### config.mk
export PLATFORM = sky130hd
export DESIGN_NAME = fire_burst_trap_flat
export DESIGN_NICKNAME = d
export VERILOG_FILES = /design/src/rtl/fire_pkg.sv /design/src/rtl/fire_burst_trap_if.sv /design/src/rtl/fire_gf_mulx.sv /design/src/rtl/fire_burst_trap.sv /design/src/flat_wrapper.sv
export SDC_FILE = /design/constraint.sdc
export NUM_CORES = 1
export LEC_CHECK = 0
export BUFFER_PORTS_ARGS = -buffer_cell sky130_fd_sc_hd__buf_2
export CAP_MARGIN = 20
export CORE_MARGIN = 8
export CORE_UTILIZATION = 51
export CTS_BUF_LIST = sky130_fd_sc_hd__clkbuf_2 sky130_fd_sc_hd__clkbuf_4 sky130_fd_sc_hd__clkbuf_8
export DETAILED_ROUTE_END_ITERATION = 16
export PLACE_DENSITY = 0.85
export SYNTH_ARGS = -nofsm -noshare
export SYNTH_HDL_FRONTEND = slang
export SYNTH_SLANG_ARGS = --single-unit
### constraint.sdc
create_clock -name clk -period 2.56 [get_ports clk]
set_input_delay 0.256 -clock clk [delete_from_list [all_inputs] [get_ports clk]]
set_output_delay 0.256 -clock clk [all_outputs]
set_load 0.02 [all_outputs]
### src/rtl/fire_pkg.sv
// Shared definitions for the Fire-code burst trapping slice.
// Holds the code parameters, status and FSM encodings, and a burst-degree helper.
package fire_pkg;

  localparam int unsigned N  = 64;   // codeword length
  localparam int unsigned K  = 40;   // information bits (N-K = C+M)
  localparam int unsigned M  = 9;    // degree of p(x)
  localparam int unsigned C  = 15;   // degree of the x^C+1 factor
  localparam int unsigned B  = 8;    // correctable burst length
  localparam logic [M-1:0] P_LOW = 9'h011;  // p(x) = x^9 + x^4 + 1
  localparam int unsigned JW = 7;    // counter width, holds 0..N

  typedef enum logic [1:0] {
    ST_NOERR  = 2'd0,
    ST_CORR   = 2'd1,
    ST_UNCORR = 2'd2
  } status_t;

  typedef enum logic [2:0] {
    S_IDLE,
    S_CLR,
    S_SHIFT,
    S_WAIT,
    S_TRAP,
    S_LOCATE,
    S_DONE
  } state_t;

  // Index of the highest set bit of a burst pattern (0 for an all-zero pattern).
  function automatic logic [3:0] burst_deg(input logic [B-1:0] b);
    burst_deg = '0;
    for (int unsigned i = 0; i < B; i++) begin
      if (b[i]) burst_deg = 4'(i);
    end
  endfunction

endpackage

### src/rtl/fire_burst_trap_if.sv
// Stream interface of the burst-trapping stage.
//   in_valid/in_ready/cw_in : codeword offer (producer -> stage)
//   out_valid/out_ready     : result handshake (stage -> consumer)
//   cw_out/status/err_pos   : corrected word, NOERR/CORR/UNCORR, burst start index
// master = producer/consumer side, slave = the stage.
interface fire_burst_trap_if;
  import fire_pkg::*;

  logic         in_valid;
  logic         in_ready;
  logic [N-1:0] cw_in;
  logic         out_valid;
  logic         out_ready;
  logic [N-1:0] cw_out;
  logic [1:0]   status;
  logic [5:0]   err_pos;

  modport master (
    output in_valid, cw_in, out_ready,
    input  in_ready, out_valid, cw_out, status, err_pos
  );

  modport slave (
    input  in_valid, cw_in, out_ready,
    output in_ready, out_valid, cw_out, status, err_pos
  );

endinterface

### src/rtl/fire_gf_mulx.sv
// One multiply-by-x step in GF(2)[x] / p(x).
//   a : operand, bit k = coefficient of x^k
//   y : a*x mod p(x)
module fire_gf_mulx
  import fire_pkg::*;
(
  input  logic [M-1:0] a,
  output logic [M-1:0] y
);

  always_comb y = {a[M-2:0], 1'b0} ^ (a[M-1] ? P_LOW : '0);

endmodule

### src/rtl/fire_burst_trap.sv
// Fire-code burst-error trapping and correction stage.
// Drives an external p(x) syndrome stage (p_clr/p_shift/p_data), forms the
// x^C+1 remainder itself, traps a burst of length <= B, locates it and
// emits the corrected word.
//   clk, rst_n          : clock, async active-low reset
//   bus (slave)         : codeword in / result out handshakes
//   p_clr, p_shift      : clear and shift strobes to the syndrome stage
//   p_data              : latched codeword feeding the syndrome stage
//   p_count, syn_p      : syndrome stage bit count and v(x) mod p(x)
module fire_burst_trap
  import fire_pkg::*;
(
  input  logic             clk,
  input  logic             rst_n,
  fire_burst_trap_if.slave bus,
  output logic             p_clr,
  output logic             p_shift,
  output logic [N-1:0]     p_data,
  input  logic [10:0]      p_count,
  input  logic [M-1:0]     syn_p
);

  state_t        state, state_n;
  logic [JW-1:0] cnt;        // bit index in SHIFT, j in LOCATE
  logic [3:0]    r;          // trap rotation
  logic [3:0]    jm;         // j mod C, wraps instead of dividing
  logic [C-1:0]  s_c;
  logic [C-1:0]  t;
  logic [M-1:0]  syn_q;
  logic [M-1:0]  tj;
  logic [M-1:0]  tj_x;
  logic [B-1:0]  bpat;
  logic [N-1:0]  cw_q;
  status_t       status_q;
  logic [5:0]    err_q;
  logic          in_ready_q, out_valid_q;
  logic          in_ready_d, out_valid_d, p_clr_d, p_shift_d;

  logic          syn_ok, trap_hit, loc_hit;
  logic [7:0]    j_end;
  logic [5:0]    bit_idx;

  fire_gf_mulx u_mulx (.a(tj), .y(tj_x));

  always_comb begin
    syn_ok   = (p_count == 11'(N));
    trap_hit = (t[C-1:B] == '0) && t[0];
    j_end    = {1'b0, cnt} + {4'b0, burst_deg(bpat)};
    loc_hit  = (jm == r) && (tj == syn_q) && (j_end <= 8'(N-1));
    bit_idx  = 6'(N-1) - cnt[5:0];
  end

  // State register
  always_ff @(posedge clk or negedge rst_n) begin
    if (!rst_n) state <= S_IDLE;
    else        state <= state_n;
  end

  // Next-state logic
  always_comb begin
    state_n = state;
    case (state)
      S_IDLE:   if (bus.in_valid) state_n = S_CLR;
      S_CLR:    state_n = S_SHIFT;
      S_SHIFT:  if (cnt == JW'(N-1)) state_n = S_WAIT;
      S_WAIT:   if (syn_ok) state_n = (s_c != '0 && syn_p != '0) ? S_TRAP : S_DONE;
      S_TRAP: begin
        if (trap_hit)             state_n = S_LOCATE;
        else if (r == 4'(C-1))    state_n = S_DONE;
      end
      S_LOCATE: if (loc_hit || cnt == JW'(N-1)) state_n = S_DONE;
      S_DONE:   if (bus.out_ready) state_n = S_IDLE;
      default:  state_n = S_IDLE;
    endcase
  end

  // Outputs decoded from the next state so the registered strobes line up with the state
  always_comb begin
    in_ready_d  = (state_n == S_IDLE);
    p_clr_d     = (state_n == S_CLR);
    p_shift_d   = (state_n == S_SHIFT);
    out_valid_d = (state_n == S_DONE);
  end

  always_ff @(posedge clk or negedge rst_n) begin
    if (!rst_n) begin
      in_ready_q  <= 1'b1;
      p_clr       <= 1'b0;
      p_shift     <= 1'b0;
      out_valid_q <= 1'b0;
    end else begin
      in_ready_q  <= in_ready_d;
      p_clr       <= p_clr_d;
      p_shift     <= p_shift_d;
      out_valid_q <= out_valid_d;
    end
  end

  // Datapath
  always_ff @(posedge clk or negedge rst_n) begin
    if (!rst_n) begin
      p_data   <= '0;
      cnt      <= '0;
      r        <= '0;
      jm       <= '0;
      s_c      <= '0;
      t        <= '0;
      syn_q    <= '0;
      tj       <= '0;
      bpat     <= '0;
      cw_q     <= '0;
      status_q <= ST_NOERR;
      err_q    <= '0;
    end else begin
      case (state)
        S_IDLE: if (bus.in_valid) begin
          p_data <= bus.cw_in;
          s_c    <= '0;
        end
        S_CLR: cnt <= '0;
        S_SHIFT: begin
          s_c <= {s_c[C-2:0], s_c[C-1]} ^ {{(C-1){1'b0}}, p_data[bit_idx]};
          cnt <= cnt + 1'b1;
        end
        S_WAIT: if (syn_ok) begin
          // Provisional verdict; CORR overwrites it only if LOCATE finds the burst
          syn_q    <= syn_p;
          t        <= s_c;
          r        <= '0;
          cw_q     <= p_data;
          err_q    <= '0;
          status_q <= (s_c == '0 && syn_p == '0) ? ST_NOERR : ST_UNCORR;
        end
        S_TRAP: begin
          if (trap_hit) begin
            bpat <= t[B-1:0];
            tj   <= {{(M-B){1'b0}}, t[B-1:0]};
            cnt  <= '0;
            jm   <= '0;
          end else begin
            t <= {t[0], t[C-1:1]};
            r <= r + 1'b1;
          end
        end
        S_LOCATE: begin
          if (loc_hit) begin
            cw_q     <= p_data ^ ({{(N-B){1'b0}}, bpat} << cnt);
            status_q <= ST_CORR;
            err_q    <= cnt[5:0];
          end else begin
            cnt <= cnt + 1'b1;
            jm  <= (jm == 4'(C-1)) ? '0 : jm + 1'b1;
            tj  <= tj_x;
          end
        end
        default: ;
      endcase
    end
  end

  assign bus.in_ready  = in_ready_q;
  assign bus.out_valid = out_valid_q;
  assign bus.cw_out    = cw_q;
  assign bus.status    = status_q;
  assign bus.err_pos   = err_q;

endmodule

### src/flat_wrapper.sv
// flat-port wrapper written by rule: the top's interface ports become plain ports
module fire_burst_trap_flat import fire_pkg::*;
  (clk, rst_n, p_clr, p_shift, p_data, p_count, syn_p, bus_in_valid, bus_cw_in, bus_out_ready, bus_in_ready, bus_out_valid, bus_cw_out, bus_status, bus_err_pos);
  fire_burst_trap_if bus_i ();
  input  logic clk;
  input  logic rst_n;
  output logic p_clr;
  output logic p_shift;
  output logic [N-1:0] p_data;
  input  logic [10:0] p_count;
  input  logic [M-1:0] syn_p;
  input wire logic [$bits(bus_i.in_valid)-1:0] bus_in_valid;
  input wire logic [$bits(bus_i.cw_in)-1:0] bus_cw_in;
  input wire logic [$bits(bus_i.out_ready)-1:0] bus_out_ready;
  output wire logic [$bits(bus_i.in_ready)-1:0] bus_in_ready;
  output wire logic [$bits(bus_i.out_valid)-1:0] bus_out_valid;
  output wire logic [$bits(bus_i.cw_out)-1:0] bus_cw_out;
  output wire logic [$bits(bus_i.status)-1:0] bus_status;
  output wire logic [$bits(bus_i.err_pos)-1:0] bus_err_pos;
  assign bus_i.in_valid = bus_in_valid;
  assign bus_i.cw_in = bus_cw_in;
  assign bus_i.out_ready = bus_out_ready;
  assign bus_in_ready = bus_i.in_ready;
  assign bus_out_valid = bus_i.out_valid;
  assign bus_cw_out = bus_i.cw_out;
  assign bus_status = bus_i.status;
  assign bus_err_pos = bus_i.err_pos;
  fire_burst_trap u_core (.clk(clk), .rst_n(rst_n), .bus(bus_i), .p_clr(p_clr), .p_shift(p_shift), .p_data(p_data), .p_count(p_count), .syn_p(syn_p));
endmodule
# [Yosys cells after proc, flatten, opt, wreduce, memory -nomap -nowiden]
# Cells that the tools add are included.
[word_totals] reg_bits=214 latchBits=0 mem_bits_rw=0 mem_bits_ro=0 inputBits=88 out_inout_bits=140 wordCells=122 memories=0
[op_classes] n_addsub=5 multipliers=0 div_mod_pow=0 n_lt_le_gt_ge=2 n_eq_ne=21 shifts=1 muxes=47 bitwise_logic=3 reduce_logical=26
[ops] cell="two-way mux 64 bit" count=2
[ops] cell="one-hot mux 64 bit (2 select lines)" count=1
[ops] cell="left shift 8 x 7 -> 64 bit" count=1
[ops] cell="bitwise XOR 64 bit" count=1
[ops] cell="one-hot mux 15 bit (2 select lines)" count=2
[ops] cell="two-way mux 15 bit" count=3
[ops] cell="two-way mux 4 bit" count=11
[ops] cell="one-hot mux 7 bit (4 select lines)" count=1
[ops] cell="two-way mux 3 bit" count=7
[ops] cell="one-hot mux 3 bit (7 select lines)" count=1
[ops] cell="two-way mux 9 bit" count=2
[ops] cell="one-hot mux 9 bit (2 select lines)" count=1
[ops] cell="one-hot mux 4 bit (2 select lines)" count=2
[ops] cell="zero test 15 bit" count=1
[ops] cell="nonzero test 15 bit" count=1
[ops] cell="bitwise XOR 15 x 1 -> 15 bit" count=1
[ops] cell="two-way mux 7 bit" count=2
[ops] cell="equality test 3 bit, second input constant" count=4
[ops] cell="two-way mux 6 bit" count=2
[ops] cell="one-hot mux 6 bit (2 select lines)" count=1
[ops] cell="AND reduction 3 bit" count=4
[ops] cell="equality test 11 x 7 -> 1 bit, second input constant" count=1
[ops] cell="equality test 3 x 2 -> 1 bit, second input constant" count=3
[ops] cell="equality test 9 bit" count=1
[ops] cell="other kinds (27)" count=49

# [Logic depth before layout (Yosys ltp)]
[logic_depth] depth_word=14 ltp_mapped=13 depth_no_buf=12

# [Modules after synthesis]
# From an unflattened synthesis, not the netlist that was laid out.
[hier_totals] hier_cells=1057 hier_area_um2=10874.2
[by_module_without_submodules] mod="fire_burst_trap" instances=1 cells_each=1048 area_per_inst_um2=10805.4 seq_area_each_um2=5356.4
[by_module_without_submodules] mod="fire_gf_mulx" instances=1 cells_each=9 area_per_inst_um2=68.8 seq_area_each_um2=0.0

# [Least setup slack after synthesis]
# Ideal clock, no wire load.
[synth_timing] path_type="reg2reg" from="register u_core.bpat[7]" to="register u_core.cw_q[35], in the netlist u_core.bus.cw_out[35]" setup_ns=0.123 arrival_ns=2.321 t_required_ns=2.437 setup_slack_ns=0.116 path_stages_with_launch=11 path_buffers=2 period_less_slack_ns=2.444 path_cell_list="dfrtp_1 -> clkbuf_1 -> nor2_1 -> nand2_1 -> ha_1 -> or2_2 -> o31a_2 -> nor3_4 -> or2_1 -> buf_4 -> a21oi_1"
[synth_between] elab_chain_len=6 word_cells_on_any_way=10 classes_between="1 x add/sub; 1 x order compare; 1 x eq/ne; 1 x shift; 3 x mux; 1 x bitwise; 2 x reduce/logical"
[synth_rtl] item="start: declaration" line="fire_burst_trap.sv:32" text="logic [B-1:0] bpat;"
[synth_rtl] item="start signal: assignment" line="fire_burst_trap.sv:136" text="bpat <= t[B-1:0];"
[synth_rtl] item="two-way mux 4 bit" line="fire_pkg.sv:33" text="if (b[i]) burst_deg = 4'(i);"
[synth_rtl] item="adder 7 x 4 -> 8 bit" line="fire_burst_trap.sv:48" text="j_end = {1'b0, cnt} + {4'b0, burst_deg(bpat)};"
[synth_rtl] item="<= comparator 8 x 6 -> 1 bit" line="fire_burst_trap.sv:49" text="loc_hit = (jm == r) && (tj == syn_q) && (j_end <= 8'(N-1));"
[synth_rtl] item="logical AND 1 bit" line="fire_burst_trap.sv:49"
[synth_rtl] item="inequality test 2 x 1 -> 1 bit (no source line)"
[synth_rtl] item="AND reduction 3 bit (no source line)"
[synth_rtl] item="end signal: assignment" line="fire_burst_trap.sv:130" text="cw_q <= p_data;"
[synth_rtl] item="end signal: assignment" line="fire_burst_trap.sv:147" text="cw_q <= p_data ^ ({{(N-B){1'b0}}, bpat} << cnt);"
[synth_rtl] item="end: declaration" line="fire_burst_trap.sv:33" text="logic [N-1:0] cw_q;"
# Parallel ways exist; a longest one is shown, timed or not. The select of a mux whose other input is x is not followed.
# A chain may end at the register's enable or synchronous reset.

# [Final worst setup path]
[layout_timing] from="register u_core.bpat[5]" to="register u_core.jm[1]"
[layout_between] elab_chain_len=8
[layout_rtl] item="two-way mux 4 bit (3 in series)" line="fire_pkg.sv:33"
[layout_rtl] item="adder 7 x 4 -> 8 bit" line="fire_burst_trap.sv:48"
[layout_rtl] item="<= comparator 8 x 6 -> 1 bit" line="fire_burst_trap.sv:49"
[layout_rtl] item="logical AND 1 bit" line="fire_burst_trap.sv:49"
[layout_rtl] item="inequality test 2 bit (no source line)"
[layout_rtl] item="AND reduction 3 bit (no source line)"
[layout_rtl] item="end signal: assignment" line="fire_burst_trap.sv:152" text="jm <= (jm == 4'(C-1)) ? '0 : jm + 1'b1;"
[layout_rtl] item="end: declaration" line="fire_burst_trap.sv:26" text="logic [3:0] jm;"
# No other way between the ends.

==> impl_metrics.csv <==
group,metric,value,unit
worst_hold_path,worstHoldPathType,"primary input to flip-flop",
timing,fmax,0.3979,GHz
timing,timing.hold.ws,0.1304,ns
drt,num_vias,9713,
power,p_leak,6.185,nW
synth,async_flop_share,100.0,%
status,status,"finished clean",
drt,drt-wirelength-per-cell,21.50,um
layout,syn2layout_area_growth,30.63,%
drt,drc_errors,0,
timing,tightest_slew,0.6995,ns
placement,hpwl,24450,um
timing,hold_viol_final,0,
synth,netlist_area,10880,um2
setup_path,critPathKind,"flip-flop to flip-flop",
setup_path,worstPathArrival,2.90,ns
die,initial_core_util,51.92,%
cts,cts_max_level,2,
cts,cts_buffers,36,
die,fp.dieW,162.1,um
cts,cts_tree,"built",
drt,drt_iter0_markers,923,
setup_path,cp-end-kind,"flip-flop",
global_route,grt_pass1_wl,55410,um
global_route,gr-total-overflow,0,
die,coreArea,20960,um2
synth,synth_warnings,0,
global_route,grt_pass1_vias,9933,
timing,fin_skew,0.03023,ns
setup_path,required,2.95,ns
layout,final_area,14210,um2
placement,gp_congestion,1.063,
layout,nets,1471,
setup_path,critPathLaunchType,"flip-flop",
drt,routed_wirelength,36030,um
drt,viasPerCell,5.795,
placement,io_buffer_count,227,
timing,rsz0062_at_grt,"yes",
timing,slew_viol_final,0,
global_route,antenna_found_initial,1,
die,die_y,162.1,um
power,total_power,13.23,mW
cts,clock-sinks,214,
setup_path,crit_path_max_fanout,20,
layout,final_core_util,67.83,%
cts,clk_path_buf_depth,3,
global_route,track_usage,26.58,%
synth,ys.flop_type,"dfrtp_1",
placement,postPlaceCellArea,12640,um2
cts,clk_pin_slew,0.06,ns
drt,postRouteAntennaNets,0,
synth,synth.distinct_cells,63,
global_route,grt_max_degree,71,
timing,period_minus_slack,2.513,ns
cts,clk-insertion-delay-late,0.53,ns
layout,drive_gt1_share,34.86,%
power,ir_worst_vdd,0.0004920,V
synth,yosysSeqAreaShare,49.23,%
timing,setup_viol,0,
synth,synth_fp_nets,1126,
power,p_per_area,931.1,nW/um2
cts,root_buffer,"clkbuf_8",
die,dieArea,26260,um2
synth,syn_area_per_cell,10.55,um2
synth,syn_inst,1031,
drt,firstDrtPassIters,6,
timing,relSlewSlack,53.37,%
die,num_io_pins,228,
timing,period_share,98.18,%
layout,nFillCells,1506,
die,num_rows,53,
synth,synth_edf_count,0,
synth,synth_seq_cells,214,
run,maxCapViolCount,0,
==> what timing repair did <==
action,in CTS,in global routing
cloned,0,1
hold buffers,74,0
endpoints found under the hold margin,139,0
endpoints found under the setup margin,6,46
pin swaps,0,2
setup buffers,0,1
resized for setup,2,11
==> worst max-delay path, stage by stage, from the launching register on <==
cell,delay (ns)
dfrtp_2,0.43
nor2_1,0.14
o21ai_0,0.10
nand2_1,0.08
ha_1,0.13
or2_2,0.14
a21oi_2,0.06
nor4_4,0.31
o31ai_1,0.17
a31oi_1,0.26
buf_6,0.21
mux2_2,0.35
==> placed cells by master (no fill, tap or decap), types with 4 or more instances in the layout <==
cell type,synthesis,final
nor2_1,146,144
clkinv_2,0,4
and2_1,8,8
nand3_1,11,11
mux2i_1,26,26
inv_1,8,8
or3_1,4,4
ha_1,7,7
buf_12,0,8
nand2_1,106,106
nand4_1,4,4
or2_2,4,4
nand2b_1,5,5
o21ai_0,36,36
dlygate4sd3_1,0,74
mux2_2,80,80
a31oi_1,11,11
nor2b_1,7,7
a22o_1,22,22
clkbuf_8,0,44
o31ai_1,4,4
nor3_1,14,14
nor4_1,8,8
buf_2,20,226
xor2_1,47,47
dfrtp_1,213,211
mux4_2,20,20
a21oi_1,90,89
clkbuf_4,0,14
buf_6,8,4
xnor2_1,34,34
buf_4,6,53
==> cells by family after synthesis <==
group	synth area share [%]
and+or+nand+nor	14.54
DFF	49.23
AOI/OAI and AO/OA	10.33
muxes	15.14
xor gates and xnor gates	6.520
buffers and inverters	3.438
adders and majority gates	0.8049
==> stage by stage <==
| stage | worst slack [ns] | setup TNS [ns] | cells |
|---|---|---|---|
| after CTS | 0.01928 | 0 | 1673 |
| after floorplan | 0.1164 | 0 | 1031 |
| after global routing | -0.08021 | -0.3927 | 1676 |
| after detailed placement | 0.01645 | 0 | 1537 |
| after global placement | 0.1950 | 0 | 1537 |
| final | 0.04668 | 0 | 1676 |
==> layer usage <==
layer | track usage (%) | routed length (um) | part of all wire [%]
met1 | 31.39 | 13550 | 38
met2 | 46.01 | 17970 | 50
met3 | 5.442 | 2791 | 7.7
met4 | 11.99 | 1716 | 4.8
met5 | 0 | 0 | 0
==> state kept, by name, summed over array words and instances (netlist names), 6 cells and up <==
name / flops
u_core.bus.err_pos: 6
u_core.s_c: 15
u_core.syn_q: 9
u_core.tj: 9
u_core.cnt: 7
u_core.bus.cw_out: 64
u_core.bpat: 8
u_core.p_data: 64
u_core.t: 15
==> cell usage after synthesis (all sizes together), types with 3 or more instances <==
cell,count,area [um2]
dfrtp,213,5330
nor2,146,548.0
nand2,106,397.9
a21oi,90,450.4
mux2,82,923.4
xor2,47,411.6
o21ai,41,216.5
buf,35,239.0
xnor2,34,297.8
mux2i,27,274.0
clkbuf,26,97.59
a22o,22,192.7
mux4,20,450.4
nor3,18,122.6
nor4,12,100.1
a31oi,11,68.82
nand3,11,55.05
and2,9,56.31
inv,9,33.78
ha,7,87.58
nor2b,7,43.79
nand2b,6,45.04
nand4,5,37.53
or2,5,31.28
a22oi,4,35.03
o31ai,4,30.03
or3,4,25.02
a32oi,3,26.28
and3,3,18.77
nor3b,3,22.52
nor4b,3,38.79
==> power by group <==
| part | switching [mW] | internal, mW |
|---|---|---|
| clock network | 1.40 | 1.82 |
| logic | 2.63 | 2.28 |
| registers | 1.02 | 4.09 |
| total | 5.05 | 8.19 |
==> area by class of cell <==
type / instances / area [um2] / share of cell area [%]
Sequential cell: 214 / 5359 / 37.70
Multi-Input combinational cell: 746 / 5195 / 36.55
Timing Repair Buffer: 368 / 2529 / 17.79
Clock buffer: 57 / 696.9 / 4.903
Tap cell: 275 / 344.1 / 2.421
Clock inverter: 5 / 50.05 / 0.3521
Inverter: 10 / 37.54 / 0.2641
Antenna cell: 1 / 2.502 / 0.01761
==> final timing paths <==
check | start | end | slack, ns | cells after the start
max | u_core.bpat[5]$_DFFE_PN0P_ | u_core.jm[1]$_DFFE_PN0P_ | 0.05 | 11
max in group asynchronous | rst_n | u_core.bus.in_ready$_DFF_PN1_ | 1.41 | 3
max reg2reg | u_core.bpat[5]$_DFFE_PN0P_ | u_core.jm[1]$_DFFE_PN0P_ | 0.05 | 11
min reg2reg | u_core.syn_q[1]$_DFFE_PN0P_ | u_core.syn_q[1]$_DFFE_PN0P_ | 0.49 | 2
min in group asynchronous | rst_n | u_core.p_data[47]$_DFFE_PN0P_ | 0.34 | 2
min | bus_out_ready | u_core.bus.out_valid$_DFF_PN0_ | 0.13 | 4
No activity file was read; power rests on OpenSTA's default activity.
